===== src/rtl/seq_sched_pkg.sv =====
// -----------------------------------------------------------------------------
// seq_sched_pkg
// Shared constants and types for the time-multiplexed sequence recognizer.
//   - Default channel count, pattern length and target pattern.
//   - CH_W: channel index width for the default channel count.
//   - ctx_t: per-channel context (bit history + fill count) at default sizing.
//   - CNT_W and cnt_sat_inc(): match-counter width and saturating increment,
//     used only when MATCH_CNT_EN is defined.
// -----------------------------------------------------------------------------
`timescale 1ns/1ps
package seq_sched_pkg;

    localparam int N_CH_DEF    = 4;
    localparam int PAT_LEN_DEF = 4;
    localparam logic [PAT_LEN_DEF-1:0] PATTERN_DEF = 4'b1011;

    localparam int CH_W   = $clog2(N_CH_DEF);
    localparam int FILL_W = $clog2(PAT_LEN_DEF);
    localparam int CNT_W  = 8;

    // Context saved per channel between grants.
    typedef struct packed {
        logic [PAT_LEN_DEF-2:0] hist;
        logic [FILL_W-1:0]      fill;
    } ctx_t;

    // Saturating increment for the per-channel match counters.
    function automatic logic [CNT_W-1:0] cnt_sat_inc(input logic [CNT_W-1:0] v);
        return (v == {CNT_W{1'b1}}) ? v : v + CNT_W'(1'b1);
    endfunction

endpackage


===== src/rtl/seq_recog_scheduler_rr_arbiter.sv =====
// -----------------------------------------------------------------------------
// rr_arbiter
// Purely combinational round-robin arbiter. Grants the first eligible channel
// found searching upward from ptr with wrap-around. The pointer register is
// held by the parent.
//   eligible [N_CH]  : channels allowed to be granted this cycle
//   ptr      [IDX_W] : highest-priority channel this cycle
//   gnt      [N_CH]  : one-hot grant (all zero when nothing is eligible)
//   gnt_idx  [IDX_W] : binary index of the granted channel (0 when none)
//   gnt_any          : a grant was issued
// -----------------------------------------------------------------------------
`timescale 1ns/1ps
module rr_arbiter #(
    parameter  int N_CH  = 4,
    localparam int IDX_W = $clog2(N_CH)
) (
    input  logic [N_CH-1:0]  eligible,
    input  logic [IDX_W-1:0] ptr,
    output logic [N_CH-1:0]  gnt,
    output logic [IDX_W-1:0] gnt_idx,
    output logic             gnt_any
);

    int cand_i;

    // Rotating priority search starting at ptr; first hit wins.
    always_comb begin
        gnt     = '0;
        gnt_idx = '0;
        gnt_any = 1'b0;
        cand_i  = 0;
        for (int off = 0; off < N_CH; off++) begin
            cand_i = int'(ptr) + off;
            cand_i = (cand_i >= N_CH) ? (cand_i - N_CH) : cand_i;
            if (!gnt_any && eligible[cand_i]) begin
                gnt[cand_i] = 1'b1;
                gnt_idx     = IDX_W'(cand_i);
                gnt_any     = 1'b1;
            end else begin
                gnt_any = gnt_any;
            end
        end
    end

endmodule


===== src/rtl/seq_recog_scheduler.sv =====
// -----------------------------------------------------------------------------
// seq_recog_scheduler
// One serial sequence recognizer shared by N_CH requesters. A round-robin
// arbiter picks one channel per cycle; that channel's saved history and fill
// count are combined with its input bit, checked against PATTERN and written
// back. Overlapping matches are reported; a fill guard suppresses matches
// until PAT_LEN bits have arrived since reset or flush.
//   clock, reset      : rising-edge clock, asynchronous active-high reset
//   req   [N_CH]      : per-channel request, held with x_in until granted
//   x_in  [N_CH]      : per-channel serial bit
//   flush [N_CH]      : per-channel context clear (blocks grant that cycle)
//   gnt   [N_CH]      : combinational one-hot grant
//   z_valid, z_ch, z  : registered result of last cycle's granted bit
// Optional build macro MATCH_CNT_EN adds per-channel 8-bit saturating match
// counters with a combinational read port (cnt_sel -> cnt_out).
// -----------------------------------------------------------------------------
`timescale 1ns/1ps
module seq_recog_scheduler
    import seq_sched_pkg::*;
#(
    parameter  int                 N_CH    = N_CH_DEF,
    parameter  int                 PAT_LEN = PAT_LEN_DEF,
    parameter  logic [PAT_LEN-1:0] PATTERN = PATTERN_DEF,
    localparam int                 IDX_W   = $clog2(N_CH),
    localparam int                 HIST_W  = PAT_LEN - 1,
    localparam int                 FW      = $clog2(PAT_LEN)
) (
    input  logic             clock,
    input  logic             reset,
    input  logic [N_CH-1:0]  req,
    input  logic [N_CH-1:0]  x_in,
    input  logic [N_CH-1:0]  flush,
`ifdef MATCH_CNT_EN
    input  logic [IDX_W-1:0] cnt_sel,
    output logic [CNT_W-1:0] cnt_out,
`endif
    output logic [N_CH-1:0]  gnt,
    output logic             z_valid,
    output logic [IDX_W-1:0] z_ch,
    output logic             z
);

    localparam logic [FW-1:0] FILL_MAX = FW'(PAT_LEN - 1);

    logic [N_CH-1:0]   eligible;
    logic [N_CH-1:0]   arb_gnt;
    logic [IDX_W-1:0]  arb_idx;
    logic              arb_any;
    logic [PAT_LEN-1:0] cand;

    logic [IDX_W-1:0]  rr_ptr_q,  rr_ptr_d;
    logic              z_valid_q, z_valid_d;
    logic              z_q,       z_d;
    logic [IDX_W-1:0]  z_ch_q,    z_ch_d;
    logic [HIST_W-1:0] hist_q [N_CH];
    logic [HIST_W-1:0] hist_d [N_CH];
    logic [FW-1:0]     fill_q [N_CH];
    logic [FW-1:0]     fill_d [N_CH];
`ifdef MATCH_CNT_EN
    logic [CNT_W-1:0]  cnt_q  [N_CH];
    logic [CNT_W-1:0]  cnt_d  [N_CH];
`endif

    // A flushing channel is not eligible so its pending bit survives the flush.
    always_comb begin
        eligible = req & ~flush;
    end

    rr_arbiter #(.N_CH(N_CH)) u_arb (
        .eligible (eligible),
        .ptr      (rr_ptr_q),
        .gnt      (arb_gnt),
        .gnt_idx  (arb_idx),
        .gnt_any  (arb_any)
    );

    // Grant is forced low while reset is held.
    always_comb begin
        if (reset) begin
            gnt = '0;
        end else begin
            gnt = arb_gnt;
        end
    end

    // Context update and match detection for the granted channel, then flushes.
    always_comb begin
        hist_d    = hist_q;
        fill_d    = fill_q;
        rr_ptr_d  = rr_ptr_q;
        z_valid_d = 1'b0;
        z_d       = 1'b0;
        z_ch_d    = z_ch_q;
        cand      = '0;
`ifdef MATCH_CNT_EN
        cnt_d     = cnt_q;
`endif
        if (arb_any) begin
            cand              = {hist_q[arb_idx], x_in[arb_idx]};
            z_d               = (cand == PATTERN) && (fill_q[arb_idx] == FILL_MAX);
            hist_d[arb_idx]   = cand[HIST_W-1:0];
            z_valid_d         = 1'b1;
            z_ch_d            = arb_idx;
            if (fill_q[arb_idx] == FILL_MAX) begin
                fill_d[arb_idx] = FILL_MAX;
            end else begin
                fill_d[arb_idx] = fill_q[arb_idx] + FW'(1'b1);
            end
            if (arb_idx == IDX_W'(N_CH - 1)) begin
                rr_ptr_d = '0;
            end else begin
                rr_ptr_d = arb_idx + IDX_W'(1'b1);
            end
`ifdef MATCH_CNT_EN
            if (z_d) begin
                cnt_d[arb_idx] = cnt_sat_inc(cnt_q[arb_idx]);
            end else begin
                cnt_d[arb_idx] = cnt_q[arb_idx];
            end
`endif
        end else begin
            z_ch_d = z_ch_q;
        end
        // A flushed channel is never the granted one, so this cannot clobber
        // the update above.
        for (int i = 0; i < N_CH; i++) begin
            if (flush[i]) begin
                hist_d[i] = '0;
                fill_d[i] = '0;
`ifdef MATCH_CNT_EN
                cnt_d[i]  = '0;
`endif
            end else begin
                hist_d[i] = hist_d[i];
            end
        end
    end

    // State registers: pointer, result outputs and per-channel contexts.
    always_ff @(posedge clock or posedge reset) begin
        if (reset) begin
            rr_ptr_q  <= '0;
            z_valid_q <= 1'b0;
            z_q       <= 1'b0;
            z_ch_q    <= '0;
            for (int i = 0; i < N_CH; i++) begin
                hist_q[i] <= '0;
                fill_q[i] <= '0;
`ifdef MATCH_CNT_EN
                cnt_q[i]  <= '0;
`endif
            end
        end else begin
            rr_ptr_q  <= rr_ptr_d;
            z_valid_q <= z_valid_d;
            z_q       <= z_d;
            z_ch_q    <= z_ch_d;
            for (int i = 0; i < N_CH; i++) begin
                hist_q[i] <= hist_d[i];
                fill_q[i] <= fill_d[i];
`ifdef MATCH_CNT_EN
                cnt_q[i]  <= cnt_d[i];
`endif
            end
        end
    end

    // Registered outputs.
    always_comb begin
        z_valid = z_valid_q;
        z       = z_q;
        z_ch    = z_ch_q;
`ifdef MATCH_CNT_EN
        cnt_out = cnt_q[cnt_sel];
`endif
    end

endmodule


===== config.mk =====
export PLATFORM = sky130hd
export DESIGN_NAME = seq_recog_scheduler
export DESIGN_NICKNAME = d
export VERILOG_FILES = /design/src/rtl/seq_sched_pkg.sv /design/src/rtl/seq_recog_scheduler_rr_arbiter.sv /design/src/rtl/seq_recog_scheduler.sv
export SDC_FILE = /design/constraint.sdc
export NUM_CORES = 1
export LEC_CHECK = 0
export CORE_AREA = 4 4 55 70
export DETAILED_ROUTE_END_ITERATION = 7
export DIE_AREA = 0 0 59 74
export GPL_TIMING_DRIVEN = 0
export PLACE_DENSITY = 0.77
export SETUP_SLACK_MARGIN = 0.05
export SYNTH_ARGS = -nofsm -noshare
export SYNTH_HDL_FRONTEND = slang
export SYNTH_SLANG_ARGS = --single-unit

===== constraint.sdc =====
create_clock -name clock -period 5 [get_ports clock]
set_input_delay 0.5 -clock clock [delete_from_list [all_inputs] [get_ports clock]]
set_output_delay 0.5 -clock clock [all_outputs]
set_load 0.02 [all_outputs]

Word-level counts from Yosys, hierarchy flattened
Cells that the tools add are included.
Word-level totals
  flip-flop bits (word level): 26
  input bits: 14
  output and inout port bits: 8
  word-level logic and storage cells: 127
Cells by class
  add/subtract/negate cells: 9
  order comparisons: 15
  equality and inequality tests: 3
  mux-type cells: 65
  bitwise gates (word level): 7
  reduce and logical (&&, ||, !) cells: 16
Operator list (number)
  $ge 32x1->1 const B: 4
  $lt 32x4->1 const B: 4
  $mux 32: 4
  $ge 32x4->1 const B: 3
  $sub 32x4->32 const B: 3
  $mux 2: 12
  $mux 3: 7
  $mux 4: 5
  $mux 1: 19
  $mux 8: 2
  $bwmux 12: 1
  $mux 12: 1
  $or 4x4->4: 3
  $bmux 1 s2: 5
  $logic_and 1x1->1: 9
  $bwmux 8: 1
  $demux 1 s2: 4
  $or 8x8->8: 1
  $reduce_bool 2->1: 4
  $add 2x2->3 const B: 2
  $bmux 3 s2: 1
  $demux 3 s2: 1
  $add 2x1->2 const B: 2
  $and 4x4->4: 1
  other kinds (13): 16

Longest topological paths before layout
Gate-level depths: netlist (run 1).
  depth after elaboration: 24
  gate-level depth with buffers: 14

Cells and area by module
Synthesis (run 1) repeated with hierarchy kept, for this count alone.
Unflattened totals
  cells, all modules: 173
  area total of the unflattened synthesis: 1811.7 um^2
Modules (own cells, without submodules)
  seq_recog_scheduler: instances 1, cells an instance 125, area each 1352.5 um^2
  rr_arbiter: instances 1, cells an instance 48, area each 459.2 um^2

Least setup slack after synthesis (run 1)
OpenSTA, ideal clock, no wires.
  path kind: flip-flop to flip-flop
  start point: register rr_ptr_q[0]
  end point: register fill_q[3] (netlist name)
  setup time: 0.142 ns
  data arrival time: 2.772 ns
  data required time: 4.858 ns
  slack: 2.086 ns
  stages on the path, launching flop included: 13
  path buffers: 2
  clock period less this slack: 2.914 ns
  cells stage by stage: dfrtp_1 buf_4 inv_2 ha_1 mux4_2 o22ai_4 nand3_1 o21a_1 buf_6 mux4_2 ha_1 nor2_1 a211oi_1
On the way
  longest elaborated chain between the ends: 24
  elaborated cells between the ends (all ways): 58
  classes of those cells: add/sub (8); order compare (6); eq/ne (1); mux (33); bitwise (2); reduce/logical (8)
Ends and longest elaborated chain
  from (decl): line seq_recog_scheduler.sv:51  | logic [IDX_W-1:0] rr_ptr_q, rr_ptr_d;
  from (signal assigned): line seq_recog_scheduler.sv:154  | rr_ptr_q <= rr_ptr_d;
  branches (longest 24 deep; another with $sub 32x4->32)
  to (signal, indexed assignment): line seq_recog_scheduler.sv:160  | fill_q[i] <= fill_d[i];
  to (decl): line seq_recog_scheduler.sv:57  | logic [FW-1:0] fill_q [N_CH];
Parallel ways; which one is timed is not known. The select of a mux whose other input is x is not followed.
A chain may end at the register's enable or synchronous reset.

Worst setup path in the final report (run 1)
  start point: input port flush[0]
  end point: output port gnt[1]
On the way
  longest elaborated chain between the ends: 16
  elaborated cells between the ends (all ways): 31
  classes of those cells: mux (20); bitwise (5); reduce/logical (6)
Ends and longest elaborated chain
  from (decl): line seq_recog_scheduler.sv:32  | input logic [N_CH-1:0] flush,
  $not 4->4 *: line seq_recog_scheduler.sv:66  | eligible = req & ~flush;
  $and 4x4->4 *: line seq_recog_scheduler.sv:66
  $bmux 1 s2: line seq_recog_scheduler_rr_arbiter.sv:35  | if (!gnt_any && eligible[cand_i]) begin
  $mux 1 (not written as such) (2 in a row): line seq_recog_scheduler_rr_arbiter.sv:35
  $mux 1: line seq_recog_scheduler_rr_arbiter.sv:35
  $logic_not 1->1: line seq_recog_scheduler_rr_arbiter.sv:35
  $logic_and 1x1->1: line seq_recog_scheduler_rr_arbiter.sv:35
  $mux 1: line seq_recog_scheduler_rr_arbiter.sv:35
  $logic_not 1->1: line seq_recog_scheduler_rr_arbiter.sv:35
  $logic_and 1x1->1: line seq_recog_scheduler_rr_arbiter.sv:35
  $mux 1: line seq_recog_scheduler_rr_arbiter.sv:35
  $logic_not 1->1: line seq_recog_scheduler_rr_arbiter.sv:35
  $logic_and 1x1->1: line seq_recog_scheduler_rr_arbiter.sv:35
  $mux 4 *: line seq_recog_scheduler_rr_arbiter.sv:35
  $mux 4 *: line seq_recog_scheduler.sv:79  | if (reset) begin
  to (decl): line seq_recog_scheduler.sv:37  | output logic [N_CH-1:0] gnt,
Every way passes the cells marked *; elsewhere a longest branch is shown, timed or not. The select of a mux whose other input is x is not followed.

==> flow_metrics.env, run 1 <==
export IMPL_swShare_pct=43.3
export IMPL_clockPowerShare_pct=12.6
export IMPL_antenna_found_initial=0
export IMPL_hold_buffers=0
export IMPL_clk_pin_slew_ns=0.09
export IMPL_cts_setup_buffers=0
export IMPL_ir_drop_mv=0.337
export IMPL_grtUsageTotal_pct=21.2
export IMPL_worst_path_buf_inv=3
export IMPL_synth_enable_flop_cells=0
export IMPL_port_buffers=21
export IMPL_wl_per_cell_um=17.6
export IMPL_grt_pass1_wl_um=7130
export IMPL_cts_resized=0
export IMPL_layout_nets=225
export IMPL_switching_power_w=0.000464
export IMPL_whs_ns=0.483
export IMPL_start_kind="input port"
export IMPL_areaGrowthSynthToFinish_pct=17.7
export IMPL_ys_ff_latch=26
export IMPL_core_sq_um=3170
export IMPL_worstSetupPathType="input port to output port"
export IMPL_finalCritPeriodShare_pct=74.7
export IMPL_synth_seq_area_share_pct=37.0
export IMPL_hp_class="flip-flop to flip-flop"
export IMPL_syn_inst=172
export IMPL_cp_slowest_stage_delay_ns=0.63
export IMPL_post_route_min_period_ns=3.74
export IMPL_dr_total_vias=1449
export IMPL_cts_made_buffers=3
export IMPL_wl_um=4130
export IMPL_crit_path_frequent_cell="clkdlybuf4s50_1"
export IMPL_antennaDiodeCount=0
export IMPL_setup_viol=0
export IMPL_r2r_slack_ns=1.59
export IMPL_drive_gt1_share_pct=11.2
export IMPL_maxSlewHeadroom_pct=35.8
export IMPL_yosysWarningCount=0
export IMPL_comb_power_share_pct=57.7
export IMPL_dp_hpwl_um=2990
export IMPL_ctsRootBufferMaster="clkbuf_8"
export IMPL_clock_sinks=26
export IMPL_viasPerCell=6.19
export IMPL_cp_required_ns=4.50
export IMPL_drt_iter0_drc=150
export IMPL_antenna_left=0
export IMPL_overflow=0
export IMPL_rows=23
export IMPL_p_int_w=0.000607
export IMPL_ys_async_sr_fraction_pct=100
export IMPL_die_h_um=74
export IMPL_p_leak_nw=0.875
export IMPL_htree_levels=1
export IMPL_nFillCells=263
export IMPL_dieWidth_um=59
export IMPL_worst_slack_ns=1.26
export IMPL_crit_slowest_cell="clkdlybuf4s50_1"
export IMPL_cp_data_arrival_time_ns=3.24
export IMPL_drcViolationCount=0
export IMPL_ys_top_cells_by_count="dfrtp_1 (26), nor2_1 (22), a211oi_1 (16), ha_1 (13), mux2i_1 (12)"
export IMPL_yosysMostFrequentCell="dfrtp_1"
export IMPL_max_clock_path_buffers=2
export IMPL_place_gp_congestion=0.918
export IMPL_tightest_slew_ns=0.962
export IMPL_synth_area_leaders="dfrtp_1 (37%), ha_1 (9.3%), mux2i_1 (6.8%), a211oi_1 (6.8%), nor2_1 (4.7%)"
export IMPL_slew_violations=0
export IMPL_rsz0062_at_grt="false"
export IMPL_syn_num_nets=199
export IMPL_placed_cells=230
export IMPL_place_ws_ns=1.18
export IMPL_power_density_nw_per_um2=518
export IMPL_endpoint_kind="output port"
export IMPL_io_pins=22
export IMPL_crit_chain="clkdlybuf4s50_1 -> nand2b_1 -> buf_2 -> mux2i_1 -> nor3b_1 -> o21a_1 -> a222oi_1 -> a21oi_1 -> clkdlybuf4s50_1"
export IMPL_p_seq_share_pct=29.6
export IMPL_initial_core_util_pct=55.5
export IMPL_clkLatencyLatePin_ns=0.27
export IMPL_finalClockSkew_ns=0.00106
export IMPL_fin_tns_setup_ns=0
export IMPL_ys_types=40
export IMPL_synth_area_leader_cell="dfrtp_1"
export IMPL_syn_area_per_cell_sq_um=10.2
export IMPL_synth_top_area_share_pct=37.0
export IMPL_critPathTopFamily="buffers and inverters"
export IMPL_syn_area_sq_um=1760
export IMPL_critPathMaxFanout=7
export IMPL_fin_cells=234
export IMPL_die_area_sq_um=4370
export IMPL_ys_flop_type="dfrtp_1"
export IMPL_status="complete, no violations"
export IMPL_finalHoldViolCount=0
export IMPL_fmax_mhz=268
export IMPL_grt_max_degree=27
export IMPL_max_cap_viol_count=0
export IMPL_cts_tree="yes"
export IMPL_grt_pass1_vias=1539
export IMPL_dr_pass1_iters=4
cell families after synthesis:
logic type      synth area share [%]
compound gates                  17.6
simple gates                    17.8
flops                           37.0
buf+inv                         3.99
fa+ha+maj                       9.25
xor+xnor                       0.498
mux                             13.9
worst paths after layout:
path	start	endpoint	cells past startpoint
worst min-delay path	z_ch[1]$_DFFE_PP0P_	z_ch[1]$_DFFE_PP0P_	2
worst max register to register	rr_ptr_q[0]$_DFFE_PP0P_	hist_q[0]$_DFFE_PP0P_	14
min in group asynchronous	reset	z_valid$_DFF_PP0_	2
max in group asynchronous	reset	hist_q[8]$_DFFE_PP0P_	2
worst min register to register	z_ch[1]$_DFFE_PP0P_	z_ch[1]$_DFFE_PP0P_	2
worst max-delay path	flush[0]	gnt[1]	9
registers in the layout (all words and copies together), names as in the netlist:
signal / flops
hist_q: 12
fill_q: 8
rr_ptr_q: 2
z_ch: 2
z: 1
z_valid: 1
metrics by stage:
stage	total power [W]	cell area (sq um)	util (%)
floorplan	0.000768	1760	-
global placement	0.000903	2010	63.6
detailed placement	0.000929	2010	63.6
CTS	0.00107	2070	65.4
global route	0.00116	2070	65.4
finish	0.00107	2070	65.4
layer usage:
| layer | vias up | part of all wire (%) | GRT usage, % |
|---|---|---|---|
| met2 | 54 | 51 | 37.3 |
| met3 | 13 | 5.2 | 2.78 |
| li1 | 683 | - | - |
| met4 | 0 | 2.5 | 7.56 |
| met1 | 699 | 42 | 26.4 |
| met5 | - | 0 | 0 |
power groups by stage:
stage	registers, W	logic (W)	clock network, W
5_1_grt	0.000326	0.000688	0.000149
3_5_place_dp	0.000320	0.000609	0
3_3_place_gp	0.000314	0.000589	0
2_1_floorplan	0.000318	0.000450	0
4_1_cts	0.000316	0.000615	0.000136
6_report	0.000317	0.000619	0.000135
tightest hold or removal path, cell delays in order, from the launching register on:
cell and delay, ns:
dfrtp_1 0.35, nand2_1 0.05, nand2_1 0.06
placed cells by master (no fill, tap or decap), drive strengths merged:
| master | netlist | layout |
|---|---|---|
| a2111oi | 1 | 1 |
| buf | 4 | 4 |
| nor4b | 1 | 1 |
| clkdlybuf4s50 | 0 | 21 |
| a221oi | 1 | 1 |
| nor3 | 1 | 1 |
| xnor2 | 1 | 1 |
| nor2 | 22 | 22 |
| a211oi | 16 | 16 |
| and4b | 1 | 1 |
| and4bb | 1 | 1 |
| o2111ai | 1 | 1 |
| nand2 | 11 | 11 |
| a311oi | 4 | 4 |
| o22ai | 1 | 1 |
| mux2 | 4 | 4 |
| o21a | 2 | 2 |
| a21oi | 4 | 4 |
| mux2i | 12 | 12 |
| a31oi | 1 | 1 |
| and2 | 4 | 4 |
| nor4 | 1 | 1 |
| nand3b | 1 | 1 |
| nand3 | 4 | 4 |
| nand4 | 1 | 1 |
| ha | 13 | 13 |
| clkbuf | 4 | 8 |
| nand2b | 4 | 4 |
| dfrtp | 26 | 26 |
| a222oi | 4 | 4 |
| nor3b | 2 | 2 |
| or3 | 1 | 1 |
| and2b | 1 | 1 |
| o21ai | 4 | 4 |
| inv | 7 | 7 |
| mux4 | 3 | 3 |
| nor2b | 3 | 3 |
cell type report:
class / count / area (sq um) / area share [%]
clock buffers: 4 / 55.1 / 2.66
repair buffers: 21 / 210 / 10.2
well taps: 37 / 46.3 / 2.24
inverters: 7 / 26.3 / 1.27
multi-input cells: 131 / 1040 / 50.1
flip-flops and latches: 26 / 651 / 31.4
plain buffers: 8 / 43.8 / 2.12
(Power assumes the default switching activity.)
==> run 2, diff against run 1 <==
Settings changed: CORE_AREA 4 4 55 70 to 4 4 59 74, DIE_AREA 0 0 59 74 to 0 0 63 78, PLACE_DENSITY 0.77 to 0.71.
Clock period 5 ns to 3.35 ns, I/O delays scaled along.
==> run 2 against run 1 <==
  * Setup slack got worse by 1.1 ns
  * Non-clock buffer count rose by 1
  * Wire length up 1.3%
  * Register-to-register slack worse by 1.4 ns
  * Hold slack got worse by 0.044 ns
  * Critical path type is now flip-flop to output port
==> flow_metrics.env, run 2 (synthesis results as in run 1) <==
export IMPL_status="complete, no violations"
export IMPL_crit_slowest_cell="clkdlybuf4s50_1"
export IMPL_grt_pass1_wl_um=7170
export IMPL_antenna_found_initial=0
export IMPL_top_regs="hist_q x12, fill_q x8"
export IMPL_grt_pass1_vias=1540
export IMPL_r2r_worst_path_cells=12
export IMPL_cp_slowest_stage_delay_ns=0.63
export IMPL_die_h_um=78
export IMPL_final_common_cell="dfrtp_1"
export IMPL_worstSetupPathType="flip-flop to output port"
export IMPL_cts_tree="yes"
export IMPL_dr_pass1_iters=5
export IMPL_power_w=0.00167
export IMPL_r2r_slack_ns=0.23
export IMPL_power_density_nw_per_um2=776
export IMPL_post_route_min_period_ns=3.21
export IMPL_fin_area_sq_um=2150
export IMPL_start_kind="flip-flop"
export IMPL_maxSlewHeadroom_pct=35.4
export IMPL_top_register="hist_q"
export IMPL_drt_iter0_drc=138
export IMPL_port_buffers=21
export IMPL_hold_depth=2
export IMPL_finalClockSkew_ns=0.00648
export IMPL_ir_drop_mv=0.432
export IMPL_min_to="fill_q[7]$_DFFE_PP0P_"
export IMPL_overflow=0
export IMPL_critPathMaxFanout=10
export IMPL_drcViolationCount=0
export IMPL_grt_max_degree=27
export IMPL_cp_required_ns=3.01
export IMPL_rsz0062_at_grt="false"
export IMPL_antennaDiodeCount=0
export IMPL_io_pins=22
export IMPL_hp_class="input port to flip-flop"
export IMPL_fin_tns_setup_ns=0
export IMPL_p_leak_nw=0.923
export IMPL_core_sq_um=3720
export IMPL_dp_hpwl_um=3040
export IMPL_layout_nets=226
export IMPL_largest_reg_flops=12
export IMPL_wl_per_cell_um=17.6
export IMPL_reg2reg_from="rr_ptr_q[0]$_DFFE_PP0P_"
export IMPL_htree_levels=1
export IMPL_fin_util_pct=57.9
export IMPL_slew_violations=0
export IMPL_setup_viol=0
export IMPL_clk_pin_slew_ns=0.09
export IMPL_r2r_end="fill_q[1]$_DFFE_PP0P_"
export IMPL_grtUsageTotal_pct=18.2
export IMPL_endpoint_kind="output port"
export IMPL_cp_data_arrival_time_ns=2.88
export IMPL_cts_made_buffers=3
export IMPL_areaGrowthSynthToFinish_pct=22.6
export IMPL_fmax_mhz=311
export IMPL_tightest_slew_ns=0.967
export IMPL_die_area_sq_um=4910
export IMPL_crit_chain="buf_6 -> inv_4 -> ha_2 -> nor4_1 -> nand3_1 -> o21ai_1 -> nand2_1 -> a21oi_1 -> clkdlybuf4s50_1"
export IMPL_rows=25
export IMPL_worst_slack_ns=0.136
export IMPL_max_cap_viol_count=0
export IMPL_max_clock_path_buffers=2
export IMPL_initial_core_util_pct=47.2
export IMPL_min_from="flush[0]"
export IMPL_viasPerCell=6.12
export IMPL_clock_sinks=26
export IMPL_finalHoldViolCount=0
export IMPL_place_gp_congestion=0.847
export IMPL_ctsRootBufferMaster="clkbuf_8"
export IMPL_clkLatencyLatePin_ns=0.27
export IMPL_drive_gt1_share_pct=19.2
export IMPL_place_ws_ns=-0.265
export IMPL_layout_common_cells="dfrtp_1 (24), nor2_1 (20), clkdlybuf4s50_1 (16), a211oi_1 (15)"
export IMPL_wl_um=4180
export IMPL_placed_cell_area_sq_um=2020
export IMPL_finalCritPeriodShare_pct=95.9
export IMPL_antenna_left=0
export IMPL_dr_total_vias=1457
export IMPL_dieWidth_um=63
run 2: changes by cell type in the layout (fill, tap and decap cells not counted), sizes merged:
| cell | delta |
|---|---|
| clkdlybuf4s50 | -5 |
| buf | +4 |
| clkbuf | -3 |
| dlymetal6s2s | +3 |
| dlygate4sd2 | +2 |
| clkinvlp | +1 |
| inv | -1 |
run 2: area by class of cell:
cell class | count | area [sq um]
plain buffers | 6 | 41.3
clock buffers | 4 | 55.1
fillers | 339 | 1570
inverters | 7 | 32.5
multi-input cells | 131 | 1080
flip-flops and latches | 26 | 653
well taps | 40 | 50.0
repair buffers | 24 | 238
run 2: timing repair:
item | CTS | global route
hold buffers | 0 | 0
setup endpoints to repair | 15 | 25
buffers inserted | 0 | 3
resized for setup | 8 | 19
run 2: worst max-delay path by stage:
stage | startpoint | end | slack [ns] | cells past startpoint
after detailed placement | flush[2] | fill_q[1]$_DFFE_PP0P_ | -0.27 | 13
after floorplan | rr_ptr_q[0]$_DFFE_PP0P_ | fill_q[3]$_DFFE_PP0P_ | 0.44 | 12
after global placement | flush[2] | hist_q[1]$_DFFE_PP0P_ | -0.19 | 13
after global routing | rr_ptr_q[0]$_DFFE_PP0P_ | hist_q[4]$_DFFE_PP0P_ | 0.04 | 12
final | rr_ptr_q[0]$_DFFE_PP0P_ | gnt[1] | 0.14 | 9
after CTS | rr_ptr_q[0]$_DFFE_PP0P_ | gnt[1] | 0.009 | 9
run 2: per-stage QoR:
step           std cells  hold WS, ns
3_3_place_gp         233        0.462
3_5_place_dp         233        0.462
6_report             238        0.440
5_1_grt              238        0.461
4_1_cts              236        0.484
2_1_floorplan        172        0.375
run 2: metal layers:
layer | routed length (um) | global-route usage [%] | part of all wire, % | vias to the layer above
met1 | 1670 | 20.6 | 40 | 731
met5 | 0 | 0 | 0 | -
met3 | 106 | 2.32 | 2.5 | 8
li1 | - | - | - | 689
met4 | 69 | 7.51 | 1.6 | 0
met2 | 2330 | 33.9 | 56 | 29
run 2: report_power, final:
| group | internal, W | switching [W] | total, W |
|---|---|---|---|
| logic | 0.000439 | 0.000552 | 0.000991 |
| registers | 0.000410 | 0.0000696 | 0.000480 |
| clock network | 0.000105 | 0.0000960 | 0.000201 |
run 2: critical path, delay by kind of cell, from the launching register on:
family | cells | cell delay (ns)
flops | 1 | 0.45
compound gates | 2 | 0.39
buf+inv | 3 | 0.92
simple gates | 3 | 0.53
fa+ha+maj | 1 | 0.33
